**src/rtl/periph_req_arbiter.sv**
```systemverilog
// Round-robin arbiter that shares the peripheral memory server among p_num_reqs requesters.
// Optional statistics counters are compiled in when PERIPH_ARB_STATS_EN is defined.
module periph_req_arbiter #(
    parameter int p_num_reqs     = 2,
    parameter int p_msg_bits     = 77,
    parameter int p_max_inflight = 2
) (
    input  logic                             clk,
    input  logic                             rst,
    input  logic [p_num_reqs-1:0]            req_val,
    output logic [p_num_reqs-1:0]            req_rdy,
    input  logic [p_num_reqs*p_msg_bits-1:0] req_msg,
    output logic [p_num_reqs-1:0]            resp_val,
    input  logic [p_num_reqs-1:0]            resp_rdy,
    output logic [p_msg_bits-1:0]            resp_msg,
    output logic                             srv_req_val,
    input  logic                             srv_req_rdy,
    output logic [p_msg_bits-1:0]            srv_req_msg,
    input  logic                             srv_resp_val,
    output logic                             srv_resp_rdy,
    input  logic [p_msg_bits-1:0]            srv_resp_msg
`ifdef PERIPH_ARB_STATS_EN
    ,
    output logic [p_num_reqs*32-1:0]         grant_cnt,
    output logic [31:0]                      stall_cnt
`endif
);

    localparam int IW = (p_num_reqs > 1) ? $clog2(p_num_reqs) : 1;
    localparam int PW = (p_max_inflight > 1) ? $clog2(p_max_inflight) : 1;
    localparam int CW = $clog2(p_max_inflight + 1);
    localparam logic [CW-1:0] FULL_CNT  = CW'(p_max_inflight);
    localparam logic [IW-1:0] LAST_REQ  = IW'(p_num_reqs - 1);
    localparam logic [PW-1:0] LAST_SLOT = PW'(p_max_inflight - 1);
    localparam logic [IW:0]   NUM_REQS  = (IW+1)'(p_num_reqs);

    logic [IW-1:0] r_rr_ptr;
    logic [IW-1:0] r_fifo [p_max_inflight];
    logic [PW-1:0] r_wr_ptr;
    logic [PW-1:0] r_rd_ptr;
    logic [CW-1:0] r_count;

    logic                  w_full;
    logic                  w_empty;
    logic [p_num_reqs-1:0] w_eligible;
    logic [IW-1:0]         w_winner;
    logic                  w_found;
    logic [IW:0]           w_scan;
    logic [IW-1:0]         w_head;
    logic                  w_accept;
    logic                  w_pop;

    assign w_full     = (r_count == FULL_CNT);
    assign w_empty    = (r_count == '0);
    // Reset gates the eligible set so every output reads zero while rst is low.
    assign w_eligible = req_val & {p_num_reqs{~w_full & rst}};
    assign w_head     = r_fifo[r_rd_ptr];

    always_comb begin
        w_found  = 1'b0;
        w_winner = '0;
        w_scan   = '0;
        for (int k = 0; k < p_num_reqs; k++) begin
            w_scan = {1'b0, r_rr_ptr} + (IW+1)'(k);
            if (w_scan >= NUM_REQS) w_scan = w_scan - NUM_REQS;
            if (!w_found && w_eligible[w_scan[IW-1:0]]) begin
                w_found  = 1'b1;
                w_winner = w_scan[IW-1:0];
            end
        end
    end

    assign srv_req_val = |w_eligible;
    assign srv_req_msg = srv_req_val ? req_msg[w_winner*p_msg_bits +: p_msg_bits] : '0;

    always_comb begin
        req_rdy = '0;
        if (srv_req_val) req_rdy[w_winner] = srv_req_rdy;
    end

    always_comb begin
        resp_val = '0;
        if (rst && !w_empty) resp_val[w_head] = srv_resp_val;
    end

    assign srv_resp_rdy = rst & ~w_empty & resp_rdy[w_head];
    assign resp_msg     = rst ? srv_resp_msg : '0;

    assign w_accept = srv_req_val & srv_req_rdy;
    assign w_pop    = srv_resp_val & srv_resp_rdy;

    always_ff @(posedge clk or negedge rst) begin
        if (!rst) begin
            r_rr_ptr <= '0;
            r_wr_ptr <= '0;
            r_rd_ptr <= '0;
            r_count  <= '0;
            for (int i = 0; i < p_max_inflight; i++) r_fifo[i] <= '0;
        end else begin
            if (w_accept) begin
                r_fifo[r_wr_ptr] <= w_winner;
                r_wr_ptr         <= (r_wr_ptr == LAST_SLOT) ? '0 : r_wr_ptr + 1'b1;
                r_rr_ptr         <= (w_winner == LAST_REQ) ? '0 : w_winner + 1'b1;
            end
            if (w_pop) r_rd_ptr <= (r_rd_ptr == LAST_SLOT) ? '0 : r_rd_ptr + 1'b1;
            case ({w_accept, w_pop})
                2'b10:   r_count <= r_count + 1'b1;
                2'b01:   r_count <= r_count - 1'b1;
                default: r_count <= r_count;
            endcase
        end
    end

`ifdef PERIPH_ARB_STATS_EN
    logic [31:0] r_grant_cnt [p_num_reqs];
    logic [31:0] r_stall_cnt;

    always_ff @(posedge clk or negedge rst) begin
        if (!rst) begin
            r_stall_cnt <= '0;
            for (int i = 0; i < p_num_reqs; i++) r_grant_cnt[i] <= '0;
        end else begin
            if (w_accept) r_grant_cnt[w_winner] <= r_grant_cnt[w_winner] + 32'd1;
            if ((|req_val) && !w_accept && (r_stall_cnt != 32'hFFFF_FFFF))
                r_stall_cnt <= r_stall_cnt + 32'd1;
        end
    end

    for (genvar g = 0; g < p_num_reqs; g++) begin : g_grant_cnt
        assign grant_cnt[g*32 +: 32] = r_grant_cnt[g];
    end
    assign stall_cnt = r_stall_cnt;
`endif

`ifndef SYNTHESIS
    // A response with nothing in flight means the server and arbiter lost sync.
    a_no_orphan_resp: assert property (@(posedge clk) disable iff (!rst) !(srv_resp_val && w_empty));
`endif

endmodule
```
**config.mk**
```make
export PLATFORM = sky130hd
export DESIGN_NAME = periph_req_arbiter
export DESIGN_NICKNAME = d
export VERILOG_FILES = /design/src/rtl/periph_req_arbiter.sv
export SDC_FILE = /design/constraint.sdc
export NUM_CORES = 1
export LEC_CHECK = 0
export BUFFER_PORTS_ARGS = -buffer_cell sky130_fd_sc_hd__clkbuf_2
export CAP_MARGIN = 5
export CELL_PAD_IN_SITES_DETAIL_PLACEMENT = 1
export CELL_PAD_IN_SITES_GLOBAL_PLACEMENT = 1
export CORE_AREA = 5 5 152 154
export CTS_CLUSTER_DIAMETER = 100
export DETAILED_ROUTE_END_ITERATION = 6
export DIE_AREA = 0 0 157 159
export HOLD_SLACK_MARGIN = 0.15
export PLACE_DENSITY_LB_ADDON = 0.1
export SKIP_LAST_GASP = 1
export SLEW_MARGIN = 20
export SYNTH_ARGS = -nofsm -noshare
export SYNTH_HDL_FRONTEND = slang
export SYNTH_SLANG_ARGS = --single-unit
```
**constraint.sdc**
```tcl
create_clock -name clk -period 1.94 [get_ports clk]
set_input_delay 0.485 -clock clk [delete_from_list [all_inputs] [get_ports clk]]
set_output_delay 0.485 -clock clk [all_outputs]
set_load 0.01 [all_outputs]
```
==> results.md <==
- After the first detailed-routing iteration, the DRC count stood at approximately 80.
- The final route contains 3647 vias.
- In this design, the stage delay of the slowest critical-path cell is 0.35 ns.
- The clock skew is 0.00450 ns.
- In this run the worst path has a maximum fanout of 8.
- The floorplan step defined a die boundary enclosing 0.0250 mm².
- The final number of max-transition violations is 0.
- The first-pass iteration count of the detailed router is 4.
- The post-detailed-route via-to-cell ratio is 3.66.
- Setup repair after global routing could not meet its margin everywhere.
- The sequential element share of the synthesized area is 8.38%.
- In this run the remaining antenna-violating nets after routing total 0.
- The average detailed-routed wire length per instance is roughly 16 µm.
- The core box area is 0.0216 mm².
- 0 antenna diodes ended up in the layout.
- The layout-stage area growth over the synthesis result is 142%.
- The initial utilization of the core area, before any placement, comes to 9.69%.
- In this run the number of H-tree levels came out at 1.
- The number of hold violations in the final report is 0.
- After the last flow step, the layout net total stands at 958.
- The number of max-cap violations is 0.
- The cell area after placement is 0.00458 mm².
- The worst setup path is of the reg2out kind.
- The number of antenna violations at the first check in global routing came to 0.
- Setup slack on the critical path of the routed design comes to -0.264 ns.
- At the pin with the least slew margin, the transition time is 0.320 ns.
- Summing the areas of all xor and xnor instances in the mapped netlist gives 2.10% of the synthesized area.
- The die width is 157 µm.
- The first global-routing pass estimated 21900 µm of wire.
- The final weighted congestion in routability-driven placement is ~0.77.
- Detailed placement finished with a half-perimeter wire length of 13100 µm.
- From bottom edge to top edge, the die measures approximately 160 µm.
- For the worst setup path, the data arrival time is ~1.7 ns.
- The synthesized instance count is 296.
- In this run, placement finished with an instance count of approximately 980.
- The worst setup path is launched from a register.
- The post-route standard cell area excluding fillers is 0.00505 mm².
- The number of buffers inserted by port buffering is 398.
- The synthesized netlist devotes 2.28% of its cell area to compound gates.
- The number of sinks driven by the clock tree is 7.
- Synthesis inferred 7 register bits.
- The run finished, with violations left.
- The critical path capture point type is a primary output.
- The largest net degree at the start of global routing is 46.
- The clock passes through at most 2 buffers.
- The clock reaches the later pin of the worst-skew pair after 0.23 ns.
- The number of I/O pins is 399.
- The minimum hold slack is between 0.4 and 0.5 ns.
- The worst register-to-register path has a depth of 9.
- The utilization after layout is 23.4%.
- In the global route stage, overall resource usage came out at 11.0%.
- The share of synthesized cell area in full adder, half adder and majority cells is 0.599%.
- Traced cell by cell, the critical path runs through inv_2, o2111ai_4, buf_6, clkbuf_16, mux2i_1, nor2_1, buf_2.
- The DRC violation count after routing is 0.
- The capturing element of the worst setup path is srv_req_msg[48].
- The number of clock buffers added by TritonCTS is 3.
- The basic-gate share of the synthesized area counting and, or, nand and nor cells is just under 40%.
- The site row count is 54.
- Derived from the worst setup path, the maximum achievable clock frequency is 454 MHz.
- The worst relative slew slack is between 70% and 80%.
- The yosys synthesis warning count is 0.
- The number of different library cells used by synthesis comes to 25.
- The worst setup path startpoint is r_count[1].
- After synthesis, the mean cell area works out to a little over 7 µm².
- In the layout the commonest cells are sky130_fd_sc_hd__clkbuf_2, sky130_fd_sc_hd__nor2_1, sky130_fd_sc_hd__and2_1, sky130_fd_sc_hd__mux2i_1, sky130_fd_sc_hd__buf_2.
- The global-route congestion overflow total is 0.
- The cell at the slowest stage of the critical path is sky130_fd_sc_hd__dfrtp_1.
- The buffer cell driving the clock tree root is sky130_fd_sc_hd__clkbuf_16.
- The library cell used most frequently in the layout, excluding fill and tap cells, is sky130_fd_sc_hd__clkbuf_2.
- The number of global-route vias before repair is just under 4000.
- The finished layout holds 997 standard cells, fillers aside.
- The clock tree from TritonCTS is yes.
- The static power due to leakage is 0.00331 µW.
- IR analysis of the VDD net gives a maximum drop of 0.000250 V.
- Setup violations remaining at the end of the flow were counted as 79.
- The total power per unit cell area is 613 mW/mm².
- The worst-case register-to-register setup slack is ~0.18 ns.
- The share of synthesized area spent on multiplexers is 38.9%.
- Cells with a size suffix above 1 make up 64.3% of the layout.
- The routed design could run at a clock period as short as 2.20 ns.
- When the netlist entered floorplanning its net count stood at between 500 and 600.
- The worst hold-check path type is in2async.
- The data required time of the worst path is 1.45 ns.
- The checks that failed: negative setup slack.
- After synthesis, the largest family of logic cells by area is simple AND/OR/NAND/NOR gates.
- The worst register-to-register path begins at r_count[1].
- The sum of routed wire length over all layers is 15500 µm.
- The clock-pin slew of the registers on the worst-case setup and hold paths is 0.04 ns.
- The portion of the clock cycle consumed by the worst path in the final layout is 114%.
- The worst reg2reg path endpoint is r_count[1].
- The cell area that synthesis handed to floorplanning was 0.00209 mm².
[layout make-up]
cell class	count	area, µm²
sequential	7	175
timing repair buffer	444	2620
multi-input combinational	258	1810
tap	280	350
clock buffer	4	78.8
fill	2689	16500
inverter	4	17.5
[critical path, delay by kind of cell, from the launching register on]
kind	cells	cell delay, ns
buffers and inverters	4	0.57
flip-flops	1	0.35
AND/OR/NAND/NOR	1	0.06
multiplexers	1	0.19
AO/OA/AOI/OAI	1	0.31
[cells by family (layout without fill, tap and decap cells)]
family	Yosys count	in the layout
fa+ha+maj	1	1
flops	7	7
simple gates	166	166
xor+xnor	5	5
mux	81	81
buf+inv	31	452
compound gates	5	5
[where the power goes]
group / switching (µW) / internal (µW) / leakage, µW
combinational: 1160 / 1300 / 0.00319
sequential: 63.2 / 221 / 0.0000847
clock: 77.7 / 274 / 0.0000382
total: 1300 / 1790 / 0.00331
[registers in the layout, indices dropped and copies added (netlist names)]
| signal | flops |
|---|---|
| r_count | 2 |
| r_fifo | 2 |
| r_rd_ptr | 1 |
| r_rr_ptr | 1 |
| r_wr_ptr | 1 |
[how the worst min path moves through the flow]
stage	from	end	depth (start not counted)
global route	rst	r_rd_ptr	3
detailed placement	r_rd_ptr	r_rd_ptr	1
floorplan	rst	r_count[0]	0
CTS	rst	r_rd_ptr	3
finish	rst	r_rd_ptr	3
global placement	r_rd_ptr	r_rd_ptr	1
[per-stage QoR]
stage          total power (µW)  TNS (ns)  setup slack [ns]
2_1_floorplan              1380         0           0.00196
3_3_place_gp               2370     -7.01            -0.150
3_5_place_dp               2390     -8.22            -0.182
4_1_cts                    2950    -18.16            -0.290
5_1_grt                    3360    -25.67            -0.376
6_report                   3090    -15.95            -0.264
[cell usage after synthesis (all sizes together)]
library cell | count | area (µm²)
o21ai | 1 | 5.00
nor2 | 84 | 315
nand2 | 1 | 3.75
and2 | 77 | 482
nand2b | 1 | 6.26
nand3 | 1 | 5.00
o211ai | 1 | 7.51
inv | 4 | 15.0
o2111ai | 1 | 15.0
buf | 15 | 113
nor2b | 1 | 6.26
o221ai | 1 | 15.0
dfrtp | 7 | 175
xor2 | 1 | 8.76
mux2 | 2 | 22.5
or3 | 1 | 6.26
xnor2 | 4 | 35.0
ha | 1 | 12.5
mux2i | 79 | 791
clkbuf | 12 | 45.0
a21oi | 1 | 5.00
[layer usage]
metal,vias to the layer above,GRT usage [%],wire (µm)
li1,1799,-,-
met1,1628,10.2,5100
met4,0,2.68,267
met3,14,2.99,1410
met2,206,23.0,8690
met5,-,0,0
[repair_timing]
| action | CTS | global route |
|---|---|---|
| hold buffers | 0 | 0 |
| cloned | 3 | 4 |
| endpoints found under the setup margin | 103 | 88 |
| pin swaps | 7 | 19 |
| endpoints found under the hold margin | 0 | 0 |
| gates resized for setup | 19 | 35 |
| buffers inserted | 4 | 8 |
Power figures use the tool's default switching activity.
